==> src/rtl/uart_rx_oversample.sv <==
// uart_rx_oversample
//   Oversampling serial receiver. The line is synchronised, the start bit is
//   qualified at mid-bit, and each data bit (LSB first) is sampled at its centre.
//   A good stop bit delivers the byte with a one-cycle rx_done strobe.
//   A low stop bit gives a one-cycle frame_err strobe instead.
//
//   Optional feature macro: UART_RX_PARITY_EN
//     Adds an even-parity bit after the data bits and a parity_err output.
//
//   Ports
//     rx_clk            system clock, rising edge
//     rst_n             asynchronous active-low reset
//     rx_serial_data    asynchronous serial line, idle high
//     rx_parallel_data  last correctly framed byte
//     rx_done           1-cycle strobe when rx_parallel_data updates
//     rx_busy           high from start-edge detect until return to IDLE
//     frame_err         1-cycle strobe when the stop bit is sampled low
//     parity_err        (UART_RX_PARITY_EN only) strobes with rx_done on bad parity
//
//   state  | meaning
//   IDLE   | waiting for a falling edge on an armed (previously high) line
//   START  | counting to mid start bit, then confirming it is still low
//   DATA   | sampling DATA_BITS data bits, one per CLK_DIV cycles
//   PARITY | sampling the parity bit (UART_RX_PARITY_EN only)
//   STOP   | sampling the stop bit and delivering the byte or a frame error
module uart_rx_oversample #(
  parameter int CLK_DIV   = 16,
  parameter int DATA_BITS = 8
) (
  input  logic                 rx_clk,
  input  logic                 rst_n,
  input  logic                 rx_serial_data,
  output logic [DATA_BITS-1:0] rx_parallel_data,
  output logic                 rx_done,
  output logic                 rx_busy,
`ifdef UART_RX_PARITY_EN
  output logic                 parity_err,
`endif
  output logic                 frame_err
);

  localparam int CW = $clog2(CLK_DIV);
  localparam int IW = $clog2(DATA_BITS + 1);
  localparam logic [CW-1:0] CNT_HALF = CW'(CLK_DIV / 2 - 1);
  localparam logic [CW-1:0] CNT_FULL = CW'(CLK_DIV - 1);
  localparam logic [IW-1:0] IDX_LAST = IW'(DATA_BITS - 1);

  typedef enum logic [2:0] {IDLE, START, DATA, PARITY, STOP} state_t;

  state_t               state;
  logic                 sync1, sync2;
  logic                 armed;
  logic [CW-1:0]        bit_cnt;
  logic [IW-1:0]        idx;
  logic [DATA_BITS-1:0] shift_reg;
`ifdef UART_RX_PARITY_EN
  logic                 par_bit;
`endif

  always_ff @(posedge rx_clk or negedge rst_n) begin
    if (!rst_n) begin
      sync1 <= 1'b1;
      sync2 <= 1'b1;
    end else begin
      sync1 <= rx_serial_data;
      sync2 <= sync1;
    end
  end

  always_ff @(posedge rx_clk or negedge rst_n) begin
    if (!rst_n) begin
      state            <= IDLE;
      armed            <= 1'b0;
      bit_cnt          <= '0;
      idx              <= '0;
      shift_reg        <= '0;
      rx_parallel_data <= '0;
      rx_done          <= 1'b0;
      rx_busy          <= 1'b0;
      frame_err        <= 1'b0;
`ifdef UART_RX_PARITY_EN
      par_bit          <= 1'b0;
      parity_err       <= 1'b0;
`endif
    end else begin
      rx_done   <= 1'b0;
      frame_err <= 1'b0;
`ifdef UART_RX_PARITY_EN
      parity_err <= 1'b0;
`endif
      case (state)
        IDLE: begin
          // armed only after the line has been seen high, so a stuck-low
          // line following a frame error cannot start a new frame
          if (sync2) begin
            armed <= 1'b1;
          end else if (armed) begin
            state   <= START;
            bit_cnt <= '0;
            rx_busy <= 1'b1;
          end
        end
        START: begin
          if (bit_cnt == CNT_HALF) begin
            bit_cnt <= '0;
            idx     <= '0;
            if (!sync2) begin
              state <= DATA;
            end else begin
              state   <= IDLE;
              rx_busy <= 1'b0;
            end
          end else begin
            bit_cnt <= bit_cnt + CW'(1);
          end
        end
        DATA: begin
          if (bit_cnt == CNT_FULL) begin
            bit_cnt   <= '0;
            shift_reg <= {sync2, shift_reg[DATA_BITS-1:1]};
            idx       <= idx + IW'(1);
            if (idx == IDX_LAST) begin
`ifdef UART_RX_PARITY_EN
              state <= PARITY;
`else
              state <= STOP;
`endif
            end
          end else begin
            bit_cnt <= bit_cnt + CW'(1);
          end
        end
`ifdef UART_RX_PARITY_EN
        PARITY: begin
          if (bit_cnt == CNT_FULL) begin
            bit_cnt <= '0;
            par_bit <= sync2;
            state   <= STOP;
          end else begin
            bit_cnt <= bit_cnt + CW'(1);
          end
        end
`endif
        STOP: begin
          // leaving at mid-stop-bit leaves half a bit to catch an
          // immediately following start edge
          if (bit_cnt == CNT_FULL) begin
            bit_cnt <= '0;
            state   <= IDLE;
            rx_busy <= 1'b0;
            if (sync2) begin
              rx_parallel_data <= shift_reg;
              rx_done          <= 1'b1;
`ifdef UART_RX_PARITY_EN
              parity_err       <= (^shift_reg) ^ par_bit;
`endif
            end else begin
              frame_err <= 1'b1;
              armed     <= 1'b0;
            end
          end else begin
            bit_cnt <= bit_cnt + CW'(1);
          end
        end
        default: begin
          state   <= IDLE;
          rx_busy <= 1'b0;
        end
      endcase
    end
  end

endmodule
==> config.mk <==
export PLATFORM = sky130hd
export DESIGN_NAME = uart_rx_oversample
export DESIGN_NICKNAME = d
export VERILOG_FILES = /design/src/rtl/uart_rx_oversample.sv
export SDC_FILE = /design/constraint.sdc
export NUM_CORES = 1
export LEC_CHECK = 0
export ABC_AREA = 1
export CELL_PAD_IN_SITES_DETAIL_PLACEMENT = 1
export CELL_PAD_IN_SITES_GLOBAL_PLACEMENT = 2
export CORE_UTILIZATION = 31
export DETAILED_ROUTE_END_ITERATION = 6
export GPL_ROUTABILITY_DRIVEN = 0
export GPL_TIMING_DRIVEN = 0
export HOLD_SLACK_MARGIN = 0.02
export PLACE_DENSITY = 0.74
export RECOVER_POWER = 25
export SYNTH_ARGS = -nofsm -noshare
export SYNTH_HDL_FRONTEND = slang
export SYNTH_SLANG_ARGS = --single-unit
export TNS_END_PERCENT = 100
==> constraint.sdc <==
create_clock -name rx_clk -period 1.19 [get_ports rx_clk]
set_input_delay 0.1785 -clock rx_clk [delete_from_list [all_inputs] [get_ports rx_clk]]
set_output_delay 0.1785 -clock rx_clk [all_outputs]
set_load 0.03 [all_outputs]
==> results of run 1 <==
-- layer usage --
layer,vias up,share of wire,global-route usage
li1,588,-,-
met1,599,0.46,0.207
met2,13,0.52,0.260
met3,2,0.024,0.0427
met4,0,0.0052,0.0444
met5,-,0,0
-- synth_stat cells --
cell type	count	area share
o21ai_2	7	0.041
nand4_1	2	0.0085
nor3_1	1	0.0034
nor2_2	1	0.0042
o22ai_1	1	0.0042
nand3_1	9	0.030
nand3_2	1	0.0068
o21ai_0	13	0.044
buf_6	2	0.015
dfrtp_1	31	0.52
dfstp_2	2	0.036
xor2_1	3	0.018
nand3_4	1	0.012
nand2_1	48	0.12
ha_1	2	0.017
a31oi_1	1	0.0042
inv_2	1	0.0025
nor2_1	6	0.015
nor2_4	2	0.015
nand2_2	1	0.0042
inv_1	24	0.061
or2_2	1	0.0042
o21ai_1	2	0.0068
-- repair_timing --
| action | 4_1_cts | 5_1_grt |
|---|---|---|
| endpoints found under the setup margin | 40 | 40 |
| buffers inserted | 13 | 2 |
| gates resized for setup | 68 | 46 |
| hold buffers | 1 | 0 |
| pin swaps | 6 | 11 |
| endpoints found under the hold margin | 31 | 0 |
| gates cloned | 1 | 1 |
-- metrics by stage --
stage	instances	hold slack, ns	cell area, um2
detailed placement	227	0.298	1670
global placement	227	0.346	1680
CTS	250	0.303	2000
global route	253	0.369	2080
floorplan	162	-0.117	1480
finish	253	0.355	2080
-- path summary, 6_finish.rpt --
| kind | startpoint | to | slack [ns] |
|---|---|---|---|
| max | bit_cnt[0] | rx_parallel_data[3] | -0.21 |
| min | sync1 | sync2 | 0.36 |
| max reg2reg | bit_cnt[0] | rx_parallel_data[3] | -0.21 |
| min reg2reg | sync1 | sync2 | 0.36 |
| max in group asynchronous | rst_n | state[1] | 0.14 |
| min in group asynchronous | rst_n | frame_err | 0.51 |
-- power by group through the flow --
stage,Sequential (uW),Clock (uW),Combinational [uW]
4_1_cts,1420,827,1300
6_report,1440,802,1430
5_1_grt,1450,878,1600
3_5_place_dp,1410,0,950
3_3_place_gp,1400,0,901
2_1_floorplan,1410,0,653
-- cells by family after synthesis --
logic type      after synthesis  share of synthesized area
flops                        33                      0.560
fa+ha+maj                     2                     0.0169
xor+xnor                      3                     0.0178
compound gates               24                      0.101
buf+inv                      27                     0.0787
simple gates                 73                      0.226
-- worst max-delay path, stage by stage (launching register included) --
cell and delay, ns:
dfrtp_1 0.40, ha_4 0.17, nand2_4 0.06, nor2_4 0.16
buf_6 0.12, nand3_4 0.10, buf_12 0.18, nand2_4 0.05
o21ai_2 0.05
-- layout make-up --
type                            instances  area share
Tap cell                               52      0.0312
Buffer                                  2      0.0150
Sequential cell                        33       0.399
Inverter                               25      0.0486
Clock inverter                          2     0.00480
Timing Repair Buffer                   31       0.127
Multi-Input combinational cell        102       0.340
Clock buffer                            6      0.0348
-- cell usage in the layout (no fill, tap or decap), drive strengths merged --
cell / n
inv: 24
nor3: 1
o22ai: 1
buf: 26
nand3: 11
a31oi: 1
clkbuf: 9
dfrtp: 31
dlygate4sd3: 2
o21ai: 22
ha: 2
dfstp: 2
nor2: 9
or2: 1
clkdlybuf4s15: 2
xor2: 3
clkinv: 3
nand4: 2
nand2: 49
==> reports/summary.txt, run 1 <==
Clk network pwr share: 0.219
Placement Setup Slack: -0.262 ns
DR vias: 1202
Site Rows: 24
Clk slew on worst S/H paths: 0.07 ns
DR pass1 iterations: 4
Failing checks: negative setup slack
Num CTS Buffers: 5
Hold Crit Class: reg2reg
Outcome: finished with violations
CTS H-tree depth: 2
RSZ-0062 raised after global routing: true
Core Box Area: 4470 um2
Peak VDD IR: 0.619 mV
Class of the most critical setup path: reg2reg
Multi-input logic area: 708 um2
Slew HR: 0.482
GRT Util Overall: 0.158
Initial DRC count: 72
Syn-to-layout area delta: 40.9%
Mean Syn Cell Area: 9.13 um2
Routed wire length per instance: 14.5 um
Final ANT Viol Nets: 0
Final worst path period share: 1.17
Die area: 5050 um2
Leak: 0.00104 uW
Final Hold Vio Count: 0
CTS sink count: 33
Vias per Instance: 4.75
DIE HEIGHT: 71.1 um
Vias in the first global route: 1322
GRT Residual Overflow: 0
Max-Cap Viols: 0
Worst slew pin tran: 0.776 ns
Cell variety after synth: 23
Diode count: 0
Post-Route WL: 3.68 mm
Register area: 831 um2
Setup WS post-layout: -0.208 ns
I/O pin count: 14
I/O Buffers: 13
Fillers: 509
DRC: 0
CTS tree: yes
Nets: 205
Hold path depth: 0
Power share of the combinational group: 0.390
Post-DP HPWL: 2.29 mm
Fin Clk Skew: 0.00890 ns
Clk Latency, worst-skew pair: 0.28 ns
Switch share: 0.390
Yosys Warn Count: 0
Synthesized cell area: 1480 um2
Critical path launch point type: register
Post-synthesis cell count: 162
Post-synthesis sequential area ratio: 0.560
Reg power frac: 0.391
Arrival @ worst endpoint: 1.57 ns
Worst Reg-to-Reg Cells: 8
Initial cell density of the core: 0.331
Initial antenna violation count: 0
Final setup vio count: 29
Internal power: 2240 uW
Post-Syn Nets: 167
Util after Layout: 0.466
Power after layout: 3670 uW
Register bit count reported by yosys: 33
Fmax: 715 MHz
Die W: 71.1 um
PwrDens: 1760 nW/um2
Critical path endpoint category: register
CP Data Required Time: 1.36 ns
Post-layout min period: 1.40 ns
Setup TNS: -4.20 ns
Max Slew Vio Count: 0
Layout cells sized above 1: 0.433
CP max FO: 6
First-pass GRT wire length: 6.19 mm
Largest net degree at the start of global routing: 34
Root Buffer Master: clkbuf_8
Longest Clk Path Bufs: 2
Sw Pwr: 1430 uW
No activity file was read; power rests on OpenSTA's default activity.
==> run 2: changes to the inputs <==
Settings changed: CORE_UTILIZATION 31 to 29, PLACE_DENSITY 0.74 to 0.7.
==> run 2 against run 1 <==
The flow still finishes with violations (negative setup slack). Clock skew fell by 0.00090 ns. Routed wire length rose by 1.4%. Sequential power barely moved. Largest cell class unchanged. Hold slack improved by 0.0083 ns. Register-to-register slack improved by 0.04 ns. Maximum frequency rose by 2.8%. Combinational power fell by 6%. Setup slack improved by 0.038 ns. Clock power rose by 3.9%. Sequential cell count did not move.
==> reports/summary.txt, run 2 (same netlist as run 1, synthesis figures left out) <==
Initial DRC count: 36 (-50%)
Setup WS post-layout: -0.170 ns (+0.0381 ns)
Cell Area, Placed: 1690 um2 (+1.1%)
DR pass1 iterations: 4 (unchanged)
Post-Route WL: 3.73 mm (+1.4%)
Routed wire length per instance: 13.9 um (-4.2%)
Final worst path period share: 1.14 (-0.0321)
Longest Clk Path Bufs: 2 (unchanged)
Clk slew on worst S/H paths: 0.08 ns (about the same)
Final Hold Vio Count: 0 (unchanged)
Die area: 5390 um2 (+6.7%)
Initial cell density of the core: 0.307 (-0.0235)
Arrival @ worst endpoint: 1.54 ns (-0.03 ns)
Largest net degree at the start of global routing: 34 (unchanged)
Class of the most critical setup path: reg2reg
First-pass GRT wire length: 6.38 mm (+3.0%)
Final setup vio count: 29 (unchanged)
Diode count: 0 (unchanged)
Site Rows: 25 (+4.2%)
CTS sink count: 33 (unchanged)
Most frequent cells in the layout: nand2_1 (27), dfrtp_1 (27), inv_1 (21)
Util after Layout: 0.444 (-0.0214)
Clk Latency, worst-skew pair: 0.28 ns (about the same)
DIE HEIGHT: 73.4 um (+3.3%)
RSZ-0062 raised after global routing: true
Post-layout min period: 1.36 ns (-0.0381 ns)
Peak VDD IR: 0.579 mV (-6.5%)
Fillers: 563 (+11%)
Final ANT Viol Nets: 0 (unchanged)
GRT Util Overall: 0.160 (+0.00183)
DR vias: 1189 (-1.1%)
Slew HR: 0.441 (-0.0417)
Min-Delay Endpoint: sync2
PwrDens: 1690 nW/um2 (-4.0%)
Max Slew Vio Count: 0 (unchanged)
Worst slew pin tran: 0.839 ns (+0.0626 ns)
CP max FO: 4 (-2)
GRT Residual Overflow: 0 (unchanged)
Nets: 205 (unchanged)
Vias in the first global route: 1341 (+1.4%)
I/O Buffers: 13 (unchanged)
Root Buffer Master: clkbuf_8
RR Startpoint: state[1]
CTS tree: yes
Hold Crit Class: reg2reg
Reg2Reg Setup Slack: -0.17 ns (+0.04 ns)
Initial antenna violation count: 0 (unchanged)
Non-Filler Instances: 268 (+5.9%)
Multi-input logic area: 712 um2 (+0.53%)
CTS H-tree depth: 2 (unchanged)
Post-DP HPWL: 2.32 mm (+1.2%)
Leak: 0.00106 uW (+1.4%)
DRC: 0 (unchanged)
Max-Cap Viols: 0 (unchanged)
Outcome: finished with violations
Die W: 73.4 um (+3.3%)
Worst Reg-to-Reg Cells: 5 (-3)
I/O pin count: 14 (unchanged)
Hold path depth: 0 (unchanged)
Hold wc startpoint: sync1
Num CTS Buffers: 5 (unchanged)
Register area: 833 um2 (+0.30%)
Inst Count DP: 242 (+6.6%)
Failing checks: negative setup slack
Fmax: 735 MHz (+2.8%)
Layout cells sized above 1: 0.473 (+0.0398)
Post-Layout Inst Area: 2140 um2 (+2.7%)
FF-to-FF End: idx[0]
Critical path launch point type: register
Syn-to-layout area delta: 44.7%
Critical path endpoint category: register
CP Data Required Time: 1.37 ns (about the same)
Fin Clk Skew: 0.00800 ns (-0.000900 ns)
Vias per Instance: 4.44 (-6.6%)
Core Box Area: 4820 um2 (+7.7%)
## run 2: report_power, final
part	internal, uW	total [uW]	leakage (uW)	switching, uW
Combinational	533	1350	0.000577	812
Clock	406	833	0.0000450	427
Sequential	1270	1440	0.000434	172
Total	2210	3620	0.00106	1410
## run 2: final cells by class
| cell class | instances | share of cell area |
|---|---|---|
| well taps | 67 | 0.0392 |
| clock buffers | 6 | 0.0339 |
| multi-input cells | 102 | 0.333 |
| flip-flops and latches | 33 | 0.389 |
| inverters | 25 | 0.0462 |
| clock inverters | 2 | 0.00468 |
| repair buffers | 31 | 0.142 |
| plain buffers | 2 | 0.0123 |
## run 2: per-layer routing
| layer | wire length [um] | vias to the layer above | GRT usage |
|---|---|---|---|
| met2 | 2030 | 15 | 0.291 |
| met4 | 23 | 0 | 0.0449 |
| met3 | 102 | 2 | 0.0412 |
| met5 | 0 | - | 0 |
| li1 | - | 583 | - |
| met1 | 1580 | 589 | 0.185 |
## run 2: metrics by stage
step | total power (uW) | hold WS (ns) | setup TNS (ns) | setup WS, ns
2_1_floorplan | 2070 | -0.117 | -0.662 | -0.0678
3_3_place_gp | 2300 | 0.347 | -30.04 | -0.789
3_5_place_dp | 2340 | 0.304 | -5.35 | -0.257
4_1_cts | 3520 | 0.293 | -3.03 | -0.165
5_1_grt | 3870 | 0.370 | -6.61 | -0.254
6_report | 3620 | 0.363 | -3.13 | -0.170
## run 2: repair_timing
item,in CTS,in global routing
pin swaps,7,3
setup endpoints to repair,41,36
endpoints found under the hold margin,31,0
hold buffers,1,0
cloned,2,0
resized for setup,82,34
setup buffers,13,2
## run 2: worst max-delay path by stage
stage               start                  end  slack [ns]  depth (start not counted)
2_1_floorplan  bit_cnt[0]  rx_parallel_data[5]       -0.07                          7
3_3_place_gp        rst_n         shift_reg[4]       -0.79                          1
3_5_place_dp   bit_cnt[0]         shift_reg[7]       -0.26                          6
4_1_cts        bit_cnt[1]               idx[3]       -0.16                          9
5_1_grt        bit_cnt[0]              rx_busy       -0.25                          8
6_report         state[1]               idx[0]       -0.17                          5
## run 2: worst max-delay path, stage by stage, from the launching register on
cell and delay (ns):
dfrtp_2 0.44, nor2_2 0.15, nand2_2 0.13, nor2_2 0.19, inv_2 0.10, a31oi_1 0.26
==> run 3: changes to the inputs <==
Settings changed: ABC_CLOCK_PERIOD_IN_PS set to 1190, CTS_BUF_LIST set to sky130_fd_sc_hd__clkbuf_4 sky130_fd_sc_hd__clkbuf_8, SKIP_CTS_REPAIR_TIMING set to 1.
==> run 3 against run 2 <==
The flow still finishes with violations (negative setup slack). Cell area rose by 7.1%. Combinational power is 23% higher. Global-route usage fell by 1.9 points. Via count grew 2.9%. Setup slack worse by 0.084 ns. Register-to-register slack got worse by 0.08 ns. Core utilization is 3.1 points higher. Non-clock buffer count is 5 higher. Sequential cell count unchanged. Die area is the same. Critical endpoint unchanged.
==> reports/summary.txt, run 3 (same netlist as run 1, synthesis figures left out) <==
Power after layout: 3930 uW (+8.7%)
Reg2Reg Setup Slack: -0.25 ns (-0.08 ns)
Hold Crit Class: reg2reg
Util after Layout: 0.476 (+0.0314)
Nets: 210 (+2.4%)
Crit-path most repeated cell: nand2_4
Site Rows: 25 (unchanged)
Internal power: 2420 uW (+9.6%)
CTS H-tree depth: 2 (unchanged)
Crit path to: idx[0]
Max Slew Vio Count: 0 (unchanged)
Post-layout min period: 1.44 ns (+0.0844 ns)
Arrival @ worst endpoint: 1.60 ns (+0.06 ns)
Leak: 0.00127 uW (+20%)
Power share of the combinational group: 0.421 (+0.049)
CP max stage delay: 0.41 ns (-0.03 ns)
Routed wire length per instance: 14.2 um (+2.1%)
Clk slew on worst S/H paths: 0.07 ns (about the same)
Fmax: 692 MHz (-5.8%)
Die W: 73.4 um (unchanged)
DR pass1 iterations: 4 (unchanged)
First-pass GRT wire length: 5.69 mm (-11%)
Initial DRC count: 28 (-22%)
Peak VDD IR: 0.686 mV (+18%)
Initial cell density of the core: 0.307 (unchanged)
Post-Route WL: 3.88 mm (+4.0%)
I/O Buffers: 13 (unchanged)
WP buf/inv: 2 (+1)
Die area: 5390 um2 (unchanged)
Num CTS Buffers: 5 (unchanged)
Outcome: finished with violations
Final setup vio count: 29 (unchanged)
Max-Cap Viols: 0 (unchanged)
Switch share: 0.385 (-0.00474)
Initial antenna violation count: 0 (unchanged)
Worst Reg-to-Reg Cells: 8 (+3)
Crit-path leading delay family: simple AND/OR/NAND/NOR gates
Layout cells sized above 1: 0.495 (+0.0225)
RR Startpoint: bit_cnt[0]
Final ANT Viol Nets: 0 (unchanged)
Slew HR: 0.442 (+0.000950)
Clk network pwr share: 0.211 (-0.019)
CP max FO: 4 (unchanged)
Fillers: 541 (-3.9%)
CP startpoint: bit_cnt[0]
Levels on crit path: 8 (+3)
Critical path launch point type: register
PwrDens: 1720 nW/um2 (+1.5%)
Vias in the first global route: 1212 (-9.6%)
Diode count: 0 (unchanged)
Syn-to-layout area delta: 54.9%
Critical path endpoint category: register
I/O pin count: 14 (unchanged)
Core Box Area: 4820 um2 (unchanged)
GRT Residual Overflow: 0 (unchanged)
Post-DP HPWL: 2.32 mm (unchanged)
Clk Latency, worst-skew pair: 0.28 ns (about the same)
Placement Setup Slack: -0.257 ns (unchanged)
DIE HEIGHT: 73.4 um (unchanged)
Failing checks: negative setup slack
Largest net degree at the start of global routing: 34 (unchanged)
Cell Area, Placed: 1690 um2 (unchanged)
Longest Clk Path Bufs: 2 (unchanged)
Sw Pwr: 1520 uW (+7.4%)
Slowest stage cell, crit path: dfrtp_2
Most common cell after layout, fill and taps aside: dfrtp_1
DRC: 0 (unchanged)
Fin Clk Skew: 0.00371 ns (-0.00429 ns)
GRT Util Overall: 0.141 (-0.0192)
Worst slew pin tran: 0.838 ns (-0.00143 ns)
Vias per Instance: 4.48 (+0.98%)
Final worst path period share: 1.21 (+0.0709)
Class of the most critical setup path: reg2reg
CP Cell Sequence: ha_4, nand2_4, nor2_4, buf_6, nand2_4, nand2_4, buf_4, a31oi_1
CTS tree: yes
RSZ-0062 raised after global routing: true
Post-Layout Inst Area: 2290 um2 (+7.1%)
FF-to-FF End: idx[0]
CP Data Required Time: 1.34 ns (-0.03 ns)
Most frequent cells in the layout: dfrtp_1 (27), nand2_1 (24), inv_1 (19)
Final Hold Vio Count: 0 (unchanged)
DR vias: 1223 (+2.9%)
Root Buffer Master: clkbuf_8
CTS sink count: 33 (unchanged)
Setup WS post-layout: -0.254 ns (-0.0844 ns)
Reg power frac: 0.368 (-0.030)
run 3: metal layers:
| layer | track usage | routed length, um | vias to the layer above |
|---|---|---|---|
| met5 | 0 | 0 | - |
| met4 | 0.0449 | 23 | 0 |
| met3 | 0.0412 | 100 | 2 |
| met2 | 0.239 | 2250 | 15 |
| met1 | 0.173 | 1510 | 610 |
| li1 | - | - | 596 |
run 3: power by group through the flow:
stage / Sequential (uW) / Clock (uW) / Combinational, uW
2_1_floorplan: 1410 / 0 / 653
3_3_place_gp: 1400 / 0 / 900
3_5_place_dp: 1410 / 0 / 931
4_1_cts: 1390 / 868 / 935
5_1_grt: 1470 / 911 / 1840
6_report: 1450 / 830 / 1660
run 3: worst min path at each step:
stage | end | cells after the start | slack [ns] | start
floorplan | armed | 0 | -0.12 | rst_n
global route | sync2 | 0 | 0.37 | sync1
CTS | frame_err | 1 | 0.00001 | rst_n
detailed placement | state[0] | 1 | 0.30 | rst_n
global placement | sync2 | 0 | 0.35 | sync1
finish | sync2 | 0 | 0.36 | sync1
run 3: area by class of cell:
type                       count  area [um2]  area share
buffer                         2        31.3      0.0137
clock buffer                   6        76.3      0.0333
clock inverter                 2        10.0     0.00437
inverter                      25        98.8      0.0431
multi-input combinational    102         786       0.343
sequential                    33         833       0.364
tap                           67        83.8      0.0366
timing repair buffer          36         372       0.162
run 3: metrics by stage:
| stage | hold WS [ns] | cells | setup TNS (ns) |
|---|---|---|---|
| floorplan | -0.117 | 162 | -0.662 |
| global placement | 0.347 | 242 | -30.04 |
| detailed placement | 0.304 | 242 | -5.35 |
| CTS | 0.0000147 | 250 | -9.07 |
| global route | 0.370 | 273 | -8.01 |
| finish | 0.364 | 273 | -4.73 |
